## src/rtl/usb_tx.sv

```systemverilog
// USB full-speed transmitter: SYNC/PID/payload/CRC16 serializer with bit
// stuffing, NRZI line coding and EOP generation on D+/D-.
module usb_tx #(
  parameter int CLKS_PER_BIT = 8,
  parameter int MAX_PAYLOAD  = 64
) (
  input  logic       clk,
  input  logic       rst,
  input  logic [2:0] tx_packet,
  input  logic [6:0] buffer_occupancy,
  input  logic [7:0] tx_packet_data,
  output logic       get_tx_packet_data,
  output logic       dp_out,
  output logic       dm_out,
  output logic       tx_transfer_active,
  output logic       tx_error
);
  localparam int          CW   = $clog2(CLKS_PER_BIT);
  localparam logic [CW-1:0] LAST = CW'(CLKS_PER_BIT - 1);
  localparam int unsigned MAXP = MAX_PAYLOAD;

  localparam logic [2:0] S_IDLE    = 3'd0;
  localparam logic [2:0] S_SYNC    = 3'd1;
  localparam logic [2:0] S_PID     = 3'd2;
  localparam logic [2:0] S_DATA    = 3'd3;
  localparam logic [2:0] S_CRC_LO  = 3'd4;
  localparam logic [2:0] S_CRC_HI  = 3'd5;
  localparam logic [2:0] S_EOP_SE0 = 3'd6;
  localparam logic [2:0] S_EOP_J   = 3'd7;

  logic [2:0]    state;
  logic [2:0]    bit_idx;     // index of the field bit currently on the line
  logic [7:0]    shreg;       // current payload byte
  logic [7:0]    pid_q;
  logic          is_data;
  logic [6:0]    byte_cnt;    // payload bytes not yet popped
  logic [15:0]   crc;         // reflected CRC16 register
  logic [2:0]    ones;        // run of consecutive 1 data bits
  logic [CW-1:0] clk_cnt;
  logic          line;        // 1 = J, 0 = K
  logic          get_q;
  logic          err_q;

  logic [2:0] nxt_idx;
  logic       fbit;
  logic [2:0] adv_state;
  logic       adv_bit;
  logic       adv_emit;
  logic       adv_pop;
  logic [7:0] pid_byte;
  logic       req_go;
  logic       req_bad;

  // Reflected form of x^16+x^15+x^2+1, one bit per call.
  function automatic logic [15:0] crc_step(input logic [15:0] c, input logic b);
    crc_step = {1'b0, c[15:1]} ^ ((c[0] ^ b) ? 16'hA001 : 16'h0000);
  endfunction

  // Decode a request into PID byte and legality.
  always_comb begin
    pid_byte = 8'h00;
    req_go   = 1'b0;
    req_bad  = 1'b0;
    case (tx_packet)
      3'd1:    pid_byte = 8'hC3;
      3'd2:    pid_byte = 8'h4B;
      3'd3:    pid_byte = 8'hD2;
      3'd4:    pid_byte = 8'h5A;
      3'd5:    pid_byte = 8'h1E;
      default: pid_byte = 8'h00;
    endcase
    if (tx_packet == 3'd6 || tx_packet == 3'd7)
      req_bad = 1'b1;
    else if ((tx_packet == 3'd1 || tx_packet == 3'd2) && 32'(buffer_occupancy) > MAXP)
      req_bad = 1'b1;
    else if (tx_packet != 3'd0)
      req_go = 1'b1;
  end

  // Pick the next unstuffed bit: within the field, or bit 0 of the next field.
  // A new payload byte's first bit is peeked from the buffer head; the byte
  // itself is captured under the pop strobe a cycle later.
  always_comb begin
    nxt_idx = bit_idx + 3'd1;
    fbit    = 1'b0;
    case (state)
      S_SYNC:   fbit = (nxt_idx == 3'd7);
      S_PID:    fbit = pid_q[nxt_idx];
      S_DATA:   fbit = shreg[nxt_idx];
      S_CRC_LO: fbit = ~crc[{1'b0, nxt_idx}];
      S_CRC_HI: fbit = ~crc[{1'b1, nxt_idx}];
      default:  fbit = 1'b0;
    endcase
    adv_state = state;
    adv_bit   = fbit;
    adv_emit  = 1'b1;
    adv_pop   = 1'b0;
    if (bit_idx == 3'd7) begin
      case (state)
        S_SYNC: begin adv_state = S_PID; adv_bit = pid_q[0]; end
        S_PID, S_DATA: begin
          if (state == S_PID && !is_data) begin
            adv_state = S_EOP_SE0; adv_emit = 1'b0;
          end else if (byte_cnt == 7'd0) begin
            adv_state = S_CRC_LO; adv_bit = ~crc[0];
          end else begin
            adv_state = S_DATA; adv_bit = tx_packet_data[0]; adv_pop = 1'b1;
          end
        end
        S_CRC_LO: begin adv_state = S_CRC_HI; adv_bit = ~crc[8]; end
        S_CRC_HI: begin adv_state = S_EOP_SE0; adv_emit = 1'b0; end
        default:  adv_emit = 1'b0;
      endcase
    end
  end

  // Packet sequencer, bit timer, stuffing, CRC and NRZI line state.
  always_ff @(posedge clk) begin
    if (rst) begin
      state    <= S_IDLE;
      bit_idx  <= 3'd0;
      shreg    <= 8'h00;
      pid_q    <= 8'h00;
      is_data  <= 1'b0;
      byte_cnt <= 7'd0;
      crc      <= 16'h0000;
      ones     <= 3'd0;
      clk_cnt  <= '0;
      line     <= 1'b1;
      get_q    <= 1'b0;
      err_q    <= 1'b0;
    end else begin
      get_q <= 1'b0;
      err_q <= 1'b0;
      if (get_q) shreg <= tx_packet_data;
      if (state == S_IDLE) begin
        line    <= 1'b1;
        clk_cnt <= '0;
        bit_idx <= 3'd0;
        if (req_bad) begin
          err_q <= 1'b1;
        end else if (req_go) begin
          state    <= S_SYNC;
          pid_q    <= pid_byte;
          is_data  <= (tx_packet == 3'd1) || (tx_packet == 3'd2);
          byte_cnt <= buffer_occupancy;
          crc      <= 16'hFFFF;
          ones     <= 3'd0;
          line     <= 1'b0;  // first SYNC bit is a 0: J -> K
        end
      end else if (clk_cnt != LAST) begin
        clk_cnt <= clk_cnt + 1'b1;
      end else begin
        clk_cnt <= '0;
        case (state)
          S_EOP_SE0: begin
            bit_idx <= nxt_idx;
            if (bit_idx[0]) begin
              state   <= S_EOP_J;
              bit_idx <= 3'd0;
            end
          end
          S_EOP_J: begin
            state   <= S_IDLE;
            bit_idx <= 3'd0;
          end
          default: begin
            if (ones == 3'd6) begin
              line <= ~line;  // stuffed 0, field position unchanged
              ones <= 3'd0;
            end else begin
              state   <= adv_state;
              bit_idx <= nxt_idx;
              if (adv_emit) begin
                line <= adv_bit ? line : ~line;
                ones <= adv_bit ? ones + 3'd1 : 3'd0;
              end else begin
                line <= 1'b1;  // EOP_J drives J after SE0
              end
              if (adv_state == S_DATA) crc <= crc_step(crc, adv_bit);
              if (adv_pop) begin
                get_q    <= 1'b1;
                byte_cnt <= byte_cnt - 7'd1;
              end
            end
          end
        endcase
      end
    end
  end

  assign dp_out             = (state == S_EOP_SE0) ? 1'b0 : line;
  assign dm_out             = (state == S_EOP_SE0) ? 1'b0 : ~line;
  assign tx_transfer_active = (state != S_IDLE);
  assign get_tx_packet_data = get_q;
  assign tx_error           = err_q;
endmodule

```

## config.mk

```make
export PLATFORM = sky130hd
export DESIGN_NAME = usb_tx
export DESIGN_NICKNAME = d
export VERILOG_FILES = /design/src/rtl/usb_tx.sv
export SDC_FILE = /design/constraint.sdc
export NUM_CORES = 1
export LEC_CHECK = 0
export CORE_MARGIN = 10
export CORE_UTILIZATION = 48
export CTS_BUF_LIST = sky130_fd_sc_hd__clkbuf_4 sky130_fd_sc_hd__clkbuf_8
export CTS_CLUSTER_SIZE = 40
export DETAILED_ROUTE_END_ITERATION = 8
export DONT_BUFFER_PORTS = 1
export PLACE_DENSITY = 0.6
export SLEW_MARGIN = 25
export SYNTH_ARGS = -nofsm -noshare
export SYNTH_HDL_FRONTEND = slang
export SYNTH_SLANG_ARGS = --single-unit
export TNS_END_PERCENT = 20
```

## constraint.sdc

```tcl
create_clock -name clk -period 3 [get_ports clk]
set_clock_uncertainty 0.05 [all_clocks]
set_input_delay 0.45 -clock clk [delete_from_list [all_inputs] [get_ports clk]]
set_output_delay 0.45 -clock clk [all_outputs]
set_load 0.03 [all_outputs]
```

==> summary.txt, run 1 <==
Synth
  – Post-Syn Area: 3240 sq um
  – YS warnings: 0
  – Cells after Synth: 398
  – Post-synth ARST share: 0%
  – Post-synth net total: 429
  – Synth Area in Compound Gates: 23.6%
  – Fraction of synthesized area in multiplexers: 9.08%
  – EDFF count, synth: 0
  – Distinct cells, synth: 62
  – Avg Inst Size Synth: 8.14 sq um
  – Top FF cell, synth: dfxtp_1
  – Post-synthesis adder-cell area fraction: 4.56%
  – Sequential element share of the synthesized area: 33.4%
  – Synth Register Bits: 54
  – Simple-gate share of the synthesized area: 22.8%
  – XOR/XNOR Fraction of Synth Area: 0.541%
  – Main combinational cell family by area after synthesis: compound AO/OA/AOI/OAI gates

Routing
  – Vias/cell: 6.16
  – Starting DRT DRC Count: 219
  – Post-route DRC: 0
  – Antenna-violating nets left: 0
  – Pre-Repair DR Iteration Count: 6
  – Post-DR wirelength/cell: 17.4 microns
  – Final wirelength: 8130 microns
  – Via count: 2879

Worst setup path
  – Crit end category: flip-flop
  – Critical path startpoint category: flip-flop
  – CP max FO: 8
  – CP Class: reg -> reg
  – CP required: 3.17 ns
  – Critical Path AT: 2.84 ns

Floorplan
  – Standard-cell row count: 29
  – Core box area: 6460 sq um
  – Initial Util: 50.2%
  – Num ports: 25
  – Die Width: 102 microns
  – DIE AREA: 10400 sq um
  – Die Y: 102 microns

Finish
  – Commonest non-fill, non-tap cells in the layout: 60 x nor2_1, 54 x dfxtp_1, 40 x nand2_1
  – Nets: 420
  – Area Overhead vs Synth: 5.33%
  – Area of the multi-input gates: 1960 sq um
  – Number of fill cells in the layout: 624
  – Layout cells sized above 1: 9.74%
  – Most common cell after layout, fill and taps aside: nor2_1
  – Sequential Area: 1080 sq um
  – Utilization of the core after routing: 52.8%
  – Number of diodes: 0

Timing
  – Ratio of final minimum period to clock period: 88.9%
  – RSZ-0062 raised after global routing: no
  – Hold violation count in the final report: 0
  – Slew margin rel.: 48.2%
  – Post-layout min period: 2.67 ns
  – Setup TNS: 0 ns
  – Peak Freq: 0.375 GHz
  – Worst-margin pin slew: 0.776 ns
  – Setup violations, final: 0
  – Final Max Tran Viols: 0

Global route
  – Met3 usage: 4.39%
  – Met2 usage in global routing: 25.1%
  – Vias in the first global route: 2765
  – Initial antenna violation count: 0
  – Pin count of the biggest net entering global routing: 53
  – First-pass GRT wire length: 13800 microns
  – Grt peak-use layer: met2
  – Total track usage: 16.2%
  – Gr ovfl total: 0
  – GRT met1 Usage: 21.5%

Clock network
  – Hold_buf cts: 0
  – Clock Pin Slew Worst Setup and Hold Paths: 0.10 ns
  – Clock buffer depth: 2
  – Post-CTS sizing: 0
  – Root buffer cell: clkbuf_8
  – CTS Sinks: 54
  – Postcts setup bufs: 0
  – CTS Buf Count: 5
  – CTS tree: done
  – Htree depth: 2
  – Clock Latency Late Sink: 0.31 ns

Pwr
  – Worst VDD drop: 285 uV
  – Combinational group share of total power: 23.6%
  – Sequential power share: 48.5%
  – Switch Pwr: 0.000569 W
  – Clock power frac: 27.8%
  – Cell internal pwr: 0.00121 W
  – Switching share of power: 32.0%
  – Pwr Density: 521 nW/um^2
  – Leak pwr: 1.29 nW

Placement
  – Final GP Congestion: 0.905
  – I/O Buffers: 0
  – Post-DP HPWL: 5810 microns

Job
  – Count of maximum capacitance violations: 0

Worst hold path
  – Worst hold path class: in -> reg

Outcome
  – Status: complete, no violations
## per-stage QoR
| stage | setup WS (ns) | instance area, sq um | hold WS, ns | total power [W] | cells |
|---|---|---|---|---|---|
| 6_report | 0.332 | 3410 | 0.149 | 0.00178 | 467 |
| 5_1_grt | 0.109 | 3410 | 0.135 | 0.00188 | 467 |
| 4_1_cts | 0.323 | 3410 | 0.147 | 0.00179 | 467 |
| 3_5_place_dp | 0.354 | 3300 | 0.379 | 0.00129 | 459 |
| 3_3_place_gp | 0.453 | 3300 | 0.373 | 0.00129 | 459 |
| 2_1_floorplan | 0.329 | 3240 | 0.358 | 0.00120 | 398 |
## layout make-up
cell class / instances / area share, %
inverters: 17 / 1.87
repair buffers: 13 / 2.86
multi-input cells: 298 / 57.5
clock inverters: 3 / 1.28
flip-flops and latches: 54 / 31.7
well taps: 77 / 2.82
clock buffers: 5 / 2.02
## cells by family (layout without fill, tap and decap cells)
kind of cell,Yosys count,count (layout)
AO/OA/AOI/OAI,109,109
flip-flops,54,54
AND/OR/NAND/NOR,156,156
multiplexers,19,19
adder cells (fa/ha/maj),12,12
buffers and inverters,46,38
XOR/XNOR,2,2
## metal layers
layer | up-vias | part of all wire (%) | wire length [microns]
met4 | 0 | 1.2 | 96
met1 | 1362 | 46 | 3770
met3 | 9 | 6.6 | 534
met5 | - | 0 | 0
met2 | 85 | 46 | 3730
li1 | 1423 | - | -
## synth_stat cells, types with 3 or more instances
library cell | count | area, sq um
nor2_1 | 60 | 225
dfxtp_1 | 54 | 1080
nand2_1 | 40 | 150
a21oi_1 | 30 | 150
o21ai_0 | 21 | 105
clkbuf_1 | 18 | 67.6
inv_1 | 16 | 60.1
a211oi_1 | 14 | 105
ha_1 | 11 | 138
mux2i_1 | 11 | 110
nand3_1 | 10 | 50.1
nand4_1 | 10 | 62.6
nor3_1 | 10 | 50.1
buf_2 | 8 | 40.0
a22oi_1 | 5 | 37.5
nand2b_1 | 5 | 31.3
and2_1 | 4 | 25.0
mux4_1 | 4 | 105
o211ai_1 | 4 | 30.0
a311oi_1 | 3 | 26.3
mux4_2 | 3 | 67.6
nor2b_1 | 3 | 18.8
o221ai_1 | 3 | 26.3
## power groups by stage
stage,combinational (W),clock (W),sequential (W)
floorplan,0.000356,0,0.000845
global placement,0.000409,0,0.000879
detailed placement,0.000416,0,0.000878
CTS,0.000418,0.000508,0.000862
global route,0.000475,0.000535,0.000872
finish,0.000420,0.000494,0.000862
## sequential cells by signal, indices dropped and copies added, names as in the netlist
| name | flops |
|---|---|
| bit_idx | 3 |
| byte_cnt | 7 |
| clk_cnt | 3 |
| crc | 16 |
| get_tx_packet_data | 1 |
| is_data | 1 |
| line | 1 |
| ones | 3 |
| pid_q | 7 |
| shreg | 8 |
| state | 3 |
| tx_error | 1 |
## critical path, cell delays in order (launching register included)
cell,delay (ns)
dfxtp_1,0.35
inv_1,0.05
ha_1,0.46
mux4_1,0.60
mux2i_1,0.16
o211a_1,0.20
nand2_2,0.10
o21ai_4,0.25
xor2_1,0.11
a311oi_1,0.26
## path summary, 6_finish.rpt
check                                 from    endpoint  cells past startpoint  slack [ns]
worst max-delay path            bit_idx[0]     crc[15]                      9        0.33
worst min-delay path                   rst     ones[0]                      1        0.15
worst max register to register  bit_idx[0]     crc[15]                      9        0.33
worst min register to register  clk_cnt[0]  clk_cnt[0]                      1        0.39
(Power assumes the default switching activity.)
==> run 2: changes to the inputs <==
- CTS_BUF_LIST: sky130_fd_sc_hd__clkbuf_4 sky130_fd_sc_hd__clkbuf_8 -> sky130_fd_sc_hd__clkbuf_8
==> results of run 2 <==
No change in the layout: final DEF, timing and power equal those of run 1.
